<file path="src/rtl/uart_tx_framer.sv">
// UART transmitter: start bit, 8 data bits LSB first, optional parity, 1 or 2 stop bits.
// Accepts one byte per frame over a valid/ready handshake; txd_pin is registered.
module uart_tx_framer #(
    parameter int CLOCK_RATE = 27_000_000,
    parameter int BAUD_RATE  = 115_200,
    parameter int PARITY     = 0,
    parameter int STOP_BITS  = 1
) (
    input  logic       clk,
    input  logic       reset,
    input  logic [7:0] tx_data,
    input  logic       tx_valid,
    output logic       tx_ready,
    output logic       txd_pin,
    output logic       tx_busy
);
    localparam int unsigned DIV       = (CLOCK_RATE + BAUD_RATE / 2) / BAUD_RATE;
    localparam logic [15:0] DIV_LAST  = 16'(DIV - 1);
    localparam logic        STOP_LAST = (STOP_BITS == 2);

    if (DIV < 2 || DIV > 65536) begin : g_bad_div
        $error("uart_tx_framer: bit period DIV must be in 2..65536");
    end
    if (STOP_BITS != 1 && STOP_BITS != 2) begin : g_bad_stop
        $error("uart_tx_framer: STOP_BITS must be 1 or 2");
    end
    if (PARITY < 0 || PARITY > 2) begin : g_bad_parity
        $error("uart_tx_framer: PARITY must be 0, 1 or 2");
    end

    typedef enum logic [2:0] {
        S_IDLE,
        S_START,
        S_DATA,
        S_PARITY,
        S_STOP
    } state_t;

    state_t      r_state;
    logic [15:0] r_cnt;
    logic [2:0]  r_bit;
    logic [7:0]  r_shift;
    logic        r_par;
    logic        r_stop;
    logic        r_txd;
    logic        r_busy;

    state_t      w_state_next;
    logic [15:0] w_cnt_next;
    logic [2:0]  w_bit_next;
    logic [7:0]  w_shift_next;
    logic        w_par_next;
    logic        w_stop_next;
    logic        w_txd_next;
    logic        w_busy_next;
    logic        w_bit_end;
    logic        w_accept;

    assign tx_ready = (r_state == S_IDLE) & ~reset;
    assign txd_pin  = r_txd;
    assign tx_busy  = r_busy;

    always_comb begin
        w_state_next = r_state;
        w_cnt_next   = r_cnt + 16'd1;
        w_bit_next   = r_bit;
        w_shift_next = r_shift;
        w_par_next   = r_par;
        w_stop_next  = r_stop;
        w_bit_end    = (r_cnt == DIV_LAST);
        w_accept     = tx_valid & tx_ready;

        case (r_state)
            S_IDLE: begin
                w_cnt_next = '0;
                if (w_accept) begin
                    w_shift_next = tx_data;
                    w_par_next   = (PARITY == 2) ? ^tx_data : ~^tx_data;
                    w_state_next = S_START;
                end
            end
            S_START: begin
                if (w_bit_end) begin
                    w_cnt_next   = '0;
                    w_bit_next   = '0;
                    w_state_next = S_DATA;
                end
            end
            S_DATA: begin
                if (w_bit_end) begin
                    w_cnt_next   = '0;
                    w_shift_next = {1'b0, r_shift[7:1]};
                    if (r_bit == 3'd7) begin
                        w_stop_next  = 1'b0;
                        w_state_next = (PARITY != 0) ? S_PARITY : S_STOP;
                    end else begin
                        w_bit_next = r_bit + 3'd1;
                    end
                end
            end
            S_PARITY: begin
                if (w_bit_end) begin
                    w_cnt_next   = '0;
                    w_stop_next  = 1'b0;
                    w_state_next = S_STOP;
                end
            end
            S_STOP: begin
                if (w_bit_end) begin
                    w_cnt_next = '0;
                    if (r_stop == STOP_LAST) begin
                        w_state_next = S_IDLE;
                    end else begin
                        w_stop_next = r_stop + 1'b1;
                    end
                end
            end
            default: begin
                w_cnt_next   = '0;
                w_state_next = S_IDLE;
            end
        endcase

        // Line level follows the state being entered so txd_pin changes on the same edge.
        w_txd_next = 1'b1;
        case (w_state_next)
            S_START:  w_txd_next = 1'b0;
            S_DATA:   w_txd_next = w_shift_next[0];
            S_PARITY: w_txd_next = w_par_next;
            default:  w_txd_next = 1'b1;
        endcase
        w_busy_next = (w_state_next != S_IDLE);
    end

    always_ff @(posedge clk) begin
        if (reset) begin
            r_state <= S_IDLE;
            r_cnt   <= '0;
            r_bit   <= '0;
            r_shift <= '0;
            r_par   <= 1'b0;
            r_stop  <= 1'b0;
            r_txd   <= 1'b1;
            r_busy  <= 1'b0;
        end else begin
            r_state <= w_state_next;
            r_cnt   <= w_cnt_next;
            r_bit   <= w_bit_next;
            r_shift <= w_shift_next;
            r_par   <= w_par_next;
            r_stop  <= w_stop_next;
            r_txd   <= w_txd_next;
            r_busy  <= w_busy_next;
        end
    end
endmodule
</file>
<file path="config.mk">
export PLATFORM = sky130hd
export DESIGN_NAME = uart_tx_framer
export DESIGN_NICKNAME = d
export VERILOG_FILES = /design/src/rtl/uart_tx_framer.sv
export SDC_FILE = /design/constraint.sdc
export NUM_CORES = 1
export LEC_CHECK = 0
export ABC_AREA = 1
export BUFFER_PORTS_ARGS = -buffer_cell sky130_fd_sc_hd__buf_2
export CELL_PAD_IN_SITES_DETAIL_PLACEMENT = 1
export CELL_PAD_IN_SITES_GLOBAL_PLACEMENT = 1
export CORE_MARGIN = 1.5
export CORE_UTILIZATION = 39
export CTS_CLUSTER_SIZE = 10
export DETAILED_ROUTE_END_ITERATION = 6
export PLACE_DENSITY = 0.71
export SLEW_MARGIN = 20
export SYNTH_ARGS = -nofsm -noshare
export SYNTH_HDL_FRONTEND = slang
export SYNTH_SLANG_ARGS = --single-unit
</file>
<file path="constraint.sdc">
create_clock -name clk -period 2.4 [get_ports clk]
set_clock_uncertainty 0.1 [all_clocks]
set_input_delay 0.24 -clock clk [delete_from_list [all_inputs] [get_ports clk]]
set_output_delay 0.24 -clock clk [all_outputs]
set_load 0.01 [all_outputs]
</file>
Word level (Yosys, flattened, before mapping):

Index checks and enable logic that the tools add are counted.
W data, S select, Z words.

* bits in registers: 34
* input bits: 11
* output and inout bits: 3

* $add $sub $neg: 3
* equality and inequality tests: 16
* multiplexer cells: 24
* bitwise operators: 4
* reductions and logical operators: 11

Operators by type and width (number)
* $mux W3: 10
* $add A16 B1 Y16 const B: 1
* $eq A16 B8 Y1 const B: 1
* $mux W8: 2
* $pmux W8 S2: 1
* $pmux W3 S5: 1
* $ne A2 B2 Y1 const B: 7
* $eq A3 B2 Y1 const B: 4
* $reduce_xnor A8 Y1: 1
* $mux W1: 7
* $eq A3 B1 Y1 const B: 2
* $eq A3 B3 Y1 const B: 2
* $pmux W1 S3: 2
* $pmux W3 S2: 1
* $reduce_bool A3 Y1: 2
* $reduce_and A5 Y1: 1
* $reduce_and A4 Y1: 1
* $reduce_bool A2 Y1: 2
* $reduce_or A4 Y1: 1
* $add A3 B1 Y3 const B: 1
* $logic_not A3 Y1: 1
* $reduce_and A3 Y1: 1
* $reduce_or A3 Y1: 1
* $and A1 B1 Y1: 2
* other kinds (2): 3

Depth between registers and ports, before layout:

Gate-level depths: netlist (run 1).

* depth in word-level cells: 7
* gate-level depth with buffers: 10
* depth with buffers taken out: 10

Worst setup path after synthesis (run 1):

No wires, ideal clock.

* path kind: register to register
* start point: reg r_cnt[0]
* end point: reg r_shift[2]
* arrival time: 1.240 ns
* data required time: 2.172 ns
* path slack: 0.932 ns
* stages on the path, launching flop included: 9
* cells stage by stage: dfxtp_1 ha_1 nand2_1 nor2_2 nand3_4 nand2_2 inv_2 a21oi_1 nor2_1

* word-level cells in the longest chain between the ends: 3

RTL lines
* start, declared: RTL line 40 `logic [15:0] r_cnt;`
* start signal, assigned: RTL line 147 `r_cnt <= w_cnt_next;`
* $eq A16 B8 Y1: RTL line 70 `w_bit_end = (r_cnt == DIV_LAST);`
* $ne A2 B2 Y1 (no source line)
* $reduce_and A3 Y1 (no source line)
* end signal, assigned: RTL line 149 `r_shift <= w_shift_next;`
* end, declared: RTL line 42 `logic [7:0] r_shift;`

Every way passes these cells.
A chain may end at the register's enable or synchronous reset.

Final worst setup path (run 1):

* start point: reg r_cnt[0]
* end point: reg r_cnt[10]

* word-level cells in the longest chain between the ends: 2
* elaborated cells between the ends (all ways): 3
* classes of those cells: 1 x add/sub; 1 x eq/ne; 1 x reduce/logical

RTL lines
* parallel branches: the longest is 2 deep, another holds $add A16 B1 Y16

Several ways; the timed one is not identified.

==> impl_metrics.tcl, run 1 <==
set metrics [dict create \
    run_status "complete, no violations" \
    path_delay_family "simple AND/OR/NAND/NOR gates" \
    grt_pass1_wl_um 8050 \
    clk_root_buffer_cell "sky130_fd_sc_hd__clkbuf_8" \
    row_count 25 \
    cellLeakagePower_nw 1.01 \
    period_share_pct 69.4 \
    h-tree-depth 2 \
    post_synthesis_sequential_area_ratio_pct 34.1 \
    cap_viol_max_count 0 \
    sinks_on_the_clock_net 33 \
    timing.critical_path.slowest_cell_delay_ns 0.39 \
    max-vdd-ir-drop_v 0.000342 \
    post-route-cell-area_mm2 0.00221 \
    port_buffers 13 \
    crit_path_start_kind "flop" \
    syn-num-nets 321 \
    final_nets 339 \
    first_global_vias 1785 \
    hold_crit_path_type "in2reg" \
    layout-area-overhead-vs-synth_pct 14.0 \
    hpwlAfterDp_um 3770 \
    worst_ep_arrival_time_ns 1.78 \
    clk-insertion-delay-late_ns 0.29 \
    post-route-min-period_ns 1.66 \
    ctsLongestPathBuffers 2 \
    ctsHoldBuffers 0 \
    critPathMaxFanout 4 \
    synth_warnings 0 \
    die_y_um 73.5 \
    remaining_drc_errors 0 \
    slew_headroom_pct 69.5 \
    num_io_pins 14 \
    grt_util_all_layers_pct 19.6 \
    num_vias 1856 \
    worstPathBufferInverterCount 0 \
    cts_setup_buffers 0 \
    ys_ff_latch 33 \
    worst-slew-pin-transition_ns 0.454 \
    post_route_cells_drive_above_1_share_pct 15.1 \
    gr-total-overflow 0 \
    post_cts_resize_count 0 \
    grt_start_max_net_pins 17 \
    grt_antenna_before_repair 0 \
    chipWidth_um 73.5 \
    antenna_violating_nets_post_route 0 \
    detailedRoute.firstIterationViolations 53 \
    place_area_mm2 0.00208 \
    critical_path.cell_chain "ha_1, nand3_1, nor2_1, nand2_1, nor3_2, nand3_1, a21oi_1" \
    setup_repair_after_global_routing_missed_its_margin "false" \
    synth_cell_type_count 33 \
    fmax_mhz 601 \
    vias_per_cell 4.73 \
    required_ns 2.52 \
    place.gp.congestion 0.778 \
    wirelength_routed_um 4670 \
    library_cell_contributing_the_largest_single_delay_on_the_critical_path "sky130_fd_sc_hd__dfxtp_1" \
    power_density_mw_per_mm2 586 \
    setup_viol_count_final 0 \
    post_synth.cell_area_avg_um2 6.34 \
    fillerInstances 671 \
    clk_pin_slew_worst_paths_ns 0.08 \
    report.final.slew_viol_count 0 \
    clock_tree_from_tritoncts "done" \
    number_of_inserted_diodes 0 \
    crit_top_cell "sky130_fd_sc_hd__nand3_1" \
    critPathCaptureType "flop" \
    finalHoldViolCount 0 \
    drt_pre_antenna_iters 4 \
    initial_utilization_pct 40.8 \
    fin_setup_tns_ns 0 \
    mappedNetlistArea_mm2 0.00194 \
    core_area_mm2 0.00475 \
    timing.setup.critical_path_class "reg2reg" \
    detail_route.wl_per_cell_um 11.9 \
    design.die.area_mm2 0.00540 \
    post-route-util_pct 46.5 \
    cts_made_buffers 5 \
    synthCells 306 \
]
layout by cell type, fill, tap and decap left out, drive strengths merged:
cell,synthesis,layout
nand2,99,99
nor2,48,48
inv,47,47
dfxtp,33,33
a21oi,17,17
nand3,17,17
buf,1,13
o21ai,10,10
nor3,8,8
nand4,7,7
clkbuf,1,5
ha,4,4
nor3b,3,3
or2,3,3
o22ai,2,2
bufinv,0,2
nand3b,1,1
o21a,1,1
xnor2,1,1
xor2,1,1
o21bai,1,1
a31oi,1,1
clkinv,0,1
kinds of logic (layout without fill, tap and decap cells):
| group | count (synthesis) | after routing | synth area share (%) |
|---|---|---|---|
| AO/OA/AOI/OAI | 32 | 32 | 9.68 |
| XOR/XNOR | 2 | 2 | 0.903 |
| buffers and inverters | 49 | 68 | 9.68 |
| adder cells (fa/ha/maj) | 4 | 4 | 2.58 |
| flip-flops | 33 | 33 | 34.1 |
| AND/OR/NAND/NOR | 186 | 186 | 43.1 |
sequential cells by signal, summed over array words and instances, names as in the netlist:
name,count
r_cnt,16
txd_pin,1
r_state,3
r_shift,8
r_par,1
r_bit,3
tx_busy,1
cell type report:
class | instances | area (um2) | area share, %
Inverter | 47 | 176 | 7.98
Clock inverter | 3 | 65.1 | 2.94
Timing Repair Buffer | 13 | 65.1 | 2.94
Tap cell | 67 | 83.8 | 3.79
Clock buffer | 5 | 68.8 | 3.11
Sequential cell | 33 | 661 | 29.9
Multi-Input combinational cell | 224 | 1090 | 49.3
where the power goes:
| group | switching, mW | internal [mW] |
|---|---|---|
| clock | 0.212 | 0.413 |
| combinational | 0.0699 | 0.0365 |
| sequential | 0.00480 | 0.560 |
| total | 0.286 | 1.01 |
Yosys cell counts, drive strengths merged:
| cell type | n | share of area, % |
|---|---|---|
| a21oi | 17 | 4.6 |
| a31oi | 1 | 0.32 |
| buf | 1 | 0.39 |
| clkbuf | 1 | 0.19 |
| dfxtp | 33 | 34 |
| ha | 4 | 2.6 |
| inv | 47 | 9.1 |
| nand2 | 99 | 20 |
| nand3 | 17 | 5.3 |
| nand3b | 1 | 0.39 |
| nand4 | 7 | 2.6 |
| nor2 | 48 | 10 |
| nor3 | 8 | 2.6 |
| nor3b | 3 | 1.2 |
| o21a | 1 | 0.39 |
| o21ai | 10 | 2.8 |
| o21bai | 1 | 0.97 |
| o22ai | 2 | 0.65 |
| or2 | 3 | 0.97 |
| xnor2 | 1 | 0.45 |
| xor2 | 1 | 0.45 |
stage by stage:
step	setup WS, ns	cells	hold slack [ns]	total power, mW
final	0.735	392	0.145	1.30
after floorplan	0.932	306	0.202	0.650
after global routing	0.580	392	0.142	1.35
after detailed placement	0.740	384	0.356	0.685
after global placement	0.763	384	0.351	0.682
after CTS	0.709	392	0.139	1.31
worst min-delay path: stages:
cell                      delay [ns]
sky130_fd_sc_hd__buf_2          0.12
sky130_fd_sc_hd__nand2_1        0.06
sky130_fd_sc_hd__a21oi_1        0.06
routing by layer:
| metal | vias to the layer above | part of all wire (%) | track usage [%] |
|---|---|---|---|
| li1 | 991 | - | - |
| met1 | 842 | 53 | 27.5 |
| met2 | 18 | 44 | 29.8 |
| met3 | 5 | 2.2 | 4.53 |
| met4 | 0 | 1.0 | 5.56 |
| met5 | - | 0 | 0 |
worst paths after layout:
path / start / to / slack [ns] / depth (start not counted)
min reg2reg: r_shift[7] / r_shift[7] / 0.37 / 2
max reg2reg: r_cnt[0] / r_cnt[10] / 0.74 / 7
min: tx_data[7] / r_shift[7] / 0.14 / 3
max: r_cnt[0] / r_cnt[10] / 0.74 / 7
No activity file was read; power rests on OpenSTA's default activity.
==> run 2: changes to the inputs <==
==> constraint.sdc (replaced) <==
create_clock -name clk -period 1.54 [get_ports clk]
set_clock_uncertainty 0.1 [all_clocks]
set_input_delay 0.154 -clock clk [delete_from_list [all_inputs] [get_ports clk]]
set_output_delay 0.154 -clock clk [all_outputs]
set_load 0.01 [all_outputs]
==> run 2 against run 1 <==
Critical path depth rose by 1. Setup slack got worse by 0.72 ns. First-iteration DRC count rose by 55%. Die area unchanged. Non-clock buffer count up 27. Utilization is 7.9 points higher. Critical path type unchanged. Critical endpoint is now r_bit[2]. Largest power group is now sequential cells.
==> impl_metrics.tcl, run 2 (synthesis gave the netlist of run 1 again) <==
set metrics [dict create \
    run_status "complete, no violations" \
    finalHoldViolCount 0 \
    remaining_drc_errors 0 \
    row_count 25 \
    post_route_cells_drive_above_1_share_pct 33.6 \
    post-route-cell-area_mm2 0.00259 \
    initial_utilization_pct 40.8 \
    slew_headroom_pct 82.7 \
    crit_path_start_kind "flop" \
    layout-area-overhead-vs-synth_pct 33.4 \
    required_ns 1.62 \
    crit_top_cell "sky130_fd_sc_hd__nor2_4" \
    hold_crit_path_type "in2reg" \
    max-vdd-ir-drop_v 0.000413 \
    path_delay_family "simple AND/OR/NAND/NOR gates" \
    cellLeakagePower_nw 1.21 \
    post-route-util_pct 54.4 \
    setup_repair_after_global_routing_missed_its_margin "true" \
    timing.setup.critical_path_class "reg2reg" \
    numPlacedInstances 404 \
    design_power_total_mw 1.75 \
    critical_path.cell_chain "inv_2, nor2_4, nand2_2, nor2_4, nand2_4, o21bai_4, a21oi_2, nor2_1" \
    clk_pin_slew_worst_paths_ns 0.07 \
    sinks_on_the_clock_net 33 \
    ctsHoldBuffers 0 \
    wirelength_routed_um 5640 \
    setup_viol_count_final 0 \
    hpwlAfterDp_um 4080 \
    layout_commonest_cell "sky130_fd_sc_hd__nand2_1" \
    grt_util_all_layers_pct 21.4 \
    clk_root_buffer_cell "sky130_fd_sc_hd__clkbuf_8" \
    vias_per_cell 4.87 \
    detailedRoute.firstIterationViolations 82 \
    core_area_mm2 0.00475 \
    fmax_mhz 655 \
    detail_route.wl_per_cell_um 13.5 \
    design.die.area_mm2 0.00540 \
    number_of_inserted_diodes 0 \
    critPathCaptureType "flop" \
    h-tree-depth 2 \
    library_cell_contributing_the_largest_single_delay_on_the_critical_path "sky130_fd_sc_hd__dfxtp_4" \
    power_density_mw_per_mm2 677 \
    post-route-min-period_ns 1.53 \
    ctsLongestPathBuffers 2 \
    post_layout_nonfiller_instances 418 \
    fin_ws_ns 0.0131 \
    period_share_pct 99.1 \
    gr-total-overflow 0 \
    place_area_mm2 0.00223 \
    first_global_vias 1942 \
    worst_ep_arrival_time_ns 1.60 \
    fillerInstances 650 \
    clock_tree_from_tritoncts "done" \
    port_buffers 13 \
    place.gp.congestion 0.808 \
    report.final.slew_viol_count 0 \
    num_io_pins 14 \
    reg2reg_slack_ns 0.01 \
    largest_reg_flops 16 \
    critPathMaxFanout 4 \
    grt_pass1_wl_um 8830 \
    die_y_um 73.5 \
    cts_made_buffers 5 \
    antenna_violating_nets_post_route 0 \
    grt_antenna_before_repair 0 \
    timing.critical_path.slowest_cell_delay_ns 0.36 \
    fin_setup_tns_ns 0 \
    grt_start_max_net_pins 13 \
    layout.cells.most_common_list "sky130_fd_sc_hd__nand2_1 (89), sky130_fd_sc_hd__inv_1 (35), sky130_fd_sc_hd__nor2_1 (33), sky130_fd_sc_hd__buf_4 (27), sky130_fd_sc_hd__dfxtp_1 (27)" \
    final.hold.worst_slack_ns 0.0552 \
    num_vias 2034 \
    worst-slew-pin-transition_ns 0.259 \
    worstPathBufferInverterCount 1 \
    largest_register "r_cnt" \
    chipWidth_um 73.5 \
    drt_pre_antenna_iters 4 \
    final_nets 366 \
    post-place-ws_ns -0.122 \
    clk-insertion-delay-late_ns 0.28 \
    top_registers "r_cnt (16), r_shift (8)" \
    cap_viol_max_count 0 \
]
-- run 2: changes by cell type in the layout (fill, tap and decap cells not counted), sizes merged --
cell,previous run,this run
buf,13,40
clkinv,1,0
clkbuf,5,7
bufinv,2,0
-- run 2: final cells by class --
type                    count  area [um2]  area share (%)
well taps                  67        83.8            3.24
inverters                  47         176            6.82
clock buffers               7        86.3            3.34
repair buffers             40         268            10.4
multi-input cells         224        1300            50.1
flip-flops and latches     33         676            26.1
-- run 2: layer usage --
| layer | global-route usage (%) | vias to the layer above | share of wire, % |
|---|---|---|---|
| met5 | 0 | - | 0 |
| met4 | 8.64 | 0 | 1.1 |
| met3 | 3.84 | 5 | 1.6 |
| met2 | 33.7 | 11 | 49 |
| met1 | 28.8 | 970 | 48 |
| li1 | - | 1048 | - |
-- run 2: final timing paths --
| check | start | end | depth (start not counted) |
|---|---|---|---|
| worst max-delay path | r_cnt[3] | r_bit[2] | 8 |
| worst max register to register | r_cnt[3] | r_bit[2] | 8 |
| worst min register to register | r_shift[7] | r_shift[7] | 2 |
| worst min-delay path | tx_data[7] | r_shift[7] | 3 |
-- run 2: repair_timing --
| action | CTS | global route |
|---|---|---|
| buffers inserted | 1 | 6 |
| hold endpoints to repair | 0 | 0 |
| resized for setup | 11 | 53 |
| setup endpoints to repair | 19 | 29 |
| pin swaps | 2 | 11 |
-- run 2: report_power, final --
part           internal (mW)  switching [mW]
clock network          0.355           0.319
logic                 0.0761           0.124
registers              0.868         0.00907
-- run 2: worst register-to-register path: cells and delay by family, from the launching register on --
kind                   cells  cell delay (ns)
DFF                        1             0.36
buffers and inverters      1             0.05
and+or+nand+nor            5             0.59
AOI/OAI and AO/OA          2             0.32
==> run 3: changes to the inputs <==
--- a/config.mk
+++ b/config.mk
@@ -10,10 +10,10 @@
 export CELL_PAD_IN_SITES_DETAIL_PLACEMENT = 1
 export CELL_PAD_IN_SITES_GLOBAL_PLACEMENT = 1
 export CORE_MARGIN = 1.5
-export CORE_UTILIZATION = 39
+export CORE_UTILIZATION = 41
 export CTS_CLUSTER_SIZE = 10
 export DETAILED_ROUTE_END_ITERATION = 6
-export PLACE_DENSITY = 0.71
+export PLACE_DENSITY = 0.74
 export SLEW_MARGIN = 20
 export SYNTH_ARGS = -nofsm -noshare
 export SYNTH_HDL_FRONTEND = slang
==> constraint.sdc (replaced) <==
create_clock -name clk -period 1.54 [get_ports clk]
set_clock_uncertainty 0.1 [all_clocks]
set_input_delay 0.077 -clock clk [delete_from_list [all_inputs] [get_ports clk]]
set_output_delay 0.077 -clock clk [all_outputs]
set_load 0.01 [all_outputs]
==> run 3 against run 2 <==
Combinational power rose by 5%. Count of clock-buffer cells in the layout is 1 lower. Worst hold slack better by 0.013 ns. Wire length increased by 4.1%. Critical path type unchanged. Largest cell class unchanged. Largest power group unchanged. Highest routed layer unchanged.
==> impl_metrics.tcl, run 3 (synthesis gave the netlist of run 1 again) <==
set metrics [dict create \
    grtUsageMet3_pct 4.22 \
    grt_use_met2_pct 37.2 \
    antenna_violating_nets_post_route 0 \
    slew_headroom_pct 80.6 \
    wirelength_routed_um 5880 \
    post-route-cell-area_mm2 0.00263 \
    run_status "complete, no violations" \
    sinks_on_the_clock_net 33 \
    place_area_mm2 0.00225 \
    setup_repair_after_global_routing_missed_its_margin "true" \
    remaining_drc_errors 0 \
    power_density_mw_per_mm2 653 \
    largest_register "r_cnt" \
    cap_viol_max_count 0 \
    hold_crit_path_type "in2reg" \
    detailedRoute.firstIterationViolations 87 \
    cts_made_buffers 5 \
    initial_utilization_pct 43.6 \
    layout-area-overhead-vs-synth_pct 35.7 \
    place.gp.congestion 0.790 \
    hpwlAfterDp_um 4020 \
    cellLeakagePower_nw 1.29 \
    hold-path-endpoint "r_shift[4]" \
    fillerInstances 602 \
    gr-max-usage-layer "met2" \
    post_route_cells_drive_above_1_share_pct 35.3 \
    critical_path.reg2reg.startpoint "r_state[0]" \
    reg_to_reg_endpoint "r_cnt[5]" \
    ctsLongestPathBuffers 2 \
    core_area_mm2 0.00444 \
    timing.setup.critical_path_class "reg2reg" \
    design.die.area_mm2 0.00515 \
    grt_antenna_before_repair 0 \
    library_cell_contributing_the_largest_single_delay_on_the_critical_path "sky130_fd_sc_hd__dfxtp_1" \
    num_vias 2062 \
    critPathCaptureType "flop" \
    port_buffers 13 \
    top_registers "r_cnt (16), r_shift (8)" \
    worst-slew-pin-transition_ns 0.289 \
    clk_pin_slew_worst_paths_ns 0.07 \
    fmax_mhz 657 \
    number_of_inserted_diodes 0 \
    crit_path_start_kind "flop" \
    grt_start_max_net_pins 13 \
    hold_path.startpoint "tx_data[4]" \
    grt_util_all_layers_pct 22.9 \
    worst_ep_arrival_time_ns 1.65 \
    groute.layer.met1.usage_pct 31.5 \
    detail_route.wl_per_cell_um 14.4 \
    required_ns 1.67 \
    timing.critical_path.slowest_cell_delay_ns 0.37 \
    grt_pass1_wl_um 9360 \
    chipWidth_um 71.8 \
    clk_root_buffer_cell "sky130_fd_sc_hd__clkbuf_8" \
    period_share_pct 98.9 \
    h-tree-depth 2 \
    report.final.slew_viol_count 0 \
    max-vdd-ir-drop_v 0.000346 \
    fin_ws_ns 0.0172 \
    layout_commonest_cell "sky130_fd_sc_hd__nand2_1" \
    critPathMaxFanout 11 \
    largest_reg_flops 16 \
    die_y_um 71.8 \
    reg2reg_slack_ns 0.02 \
    ff2ff_path_depth 7 \
    clock_tree_from_tritoncts "done" \
    num_io_pins 14 \
    clk-insertion-delay-late_ns 0.29 \
    finalHoldViolCount 0 \
    post-route-min-period_ns 1.52 \
    post-route-util_pct 59.2 \
    critical_path.cell_chain "inv_2, nor2_1, inv_1, nand3_1, nand3_4, a21oi_1, o21a_1" \
    first_global_vias 2097 \
    final_nets 371 \
    layout.cells.most_common_list "sky130_fd_sc_hd__nand2_1 (83), sky130_fd_sc_hd__nor2_1 (34), sky130_fd_sc_hd__inv_1 (34), sky130_fd_sc_hd__buf_4 (31), sky130_fd_sc_hd__dfxtp_1 (24)" \
    gr-total-overflow 0 \
    vias_per_cell 5.04 \
    post-place-ws_ns -0.101 \
    row_count 24 \
    drt_pre_antenna_iters 4 \
    holdPathStages 5 \
    setup_viol_count_final 0 \
]
## run 3: changes by cell type in the layout (fill, tap and decap cells not counted), moves of 3 or more
cell / delta
sky130_fd_sc_hd__a21oi_1: +5
sky130_fd_sc_hd__a21oi_2: -5
sky130_fd_sc_hd__buf_4: +4
sky130_fd_sc_hd__dfxtp_1: -3
sky130_fd_sc_hd__dfxtp_2: +4
sky130_fd_sc_hd__nand2_1: -6
sky130_fd_sc_hd__nand2_2: +3
sky130_fd_sc_hd__nand2_4: +3
sky130_fd_sc_hd__nor2_2: -3
## run 3: layout make-up
type	count	area [um2]	area share, %
clock buffer	6	72.6	2.76
multi-input combinational	224	1320	50.1
clock inverter	2	10.0	0.380
tap	52	65.1	2.47
inverter	47	181	6.89
timing repair buffer	45	308	11.7
sequential	33	677	25.7
## run 3: how the worst max path moves through the flow
stage,slack (ns),endpoint,depth (start not counted),from
after global routing,-0.16,r_cnt[5],7,r_state[0]
after floorplan,0.07,r_shift[2],8,r_cnt[0]
after global placement,-0.04,txd_pin,8,r_cnt[0]
after CTS,-0.01,r_cnt[13],6,r_cnt[0]
after detailed placement,-0.10,r_cnt[7],8,r_cnt[1]
final,0.02,r_cnt[5],7,r_state[0]
## run 3: critical path: cells and delay by family (launching register included)
family,cells,cell delay [ns]
and+or+nand+nor,3,0.49
DFF,1,0.37
AOI/OAI and AO/OA,2,0.35
buffers and inverters,2,0.17
## run 3: layer usage
metal  part of all wire [%]  vias up
met5                      0        -
met4                   0.97        0
met3                    2.5        8
met2                     49       19
met1                     48      975
li1                       -     1060
## run 3: repair_timing
action	4_1_cts	5_1_grt
buffers inserted	3	3
pin swaps	5	16
hold endpoints to repair	1	0
hold buffers	1	0
endpoints found under the setup margin	25	30
gates resized for setup	12	62
## run 3: metrics by stage
| step | instances | TNS, ns | hold WS, ns | total power, mW |
|---|---|---|---|---|
| after CTS | 406 | -0.0171 | 0.0316 | 1.72 |
| after global placement | 394 | -0.140 | 0.269 | 1.08 |
| after global routing | 409 | -1.71 | 0.0893 | 1.80 |
| final | 409 | 0 | 0.0680 | 1.72 |
| after detailed placement | 394 | -1.36 | 0.281 | 1.08 |
| after floorplan | 306 | 0 | 0.0394 | 1.01 |
## run 3: report_power, final
group          total, mW  internal, mW  switching (mW)
combinational      0.211        0.0849           0.126
clock              0.629         0.313           0.316
sequential         0.879         0.870         0.00949
total               1.72          1.27           0.452
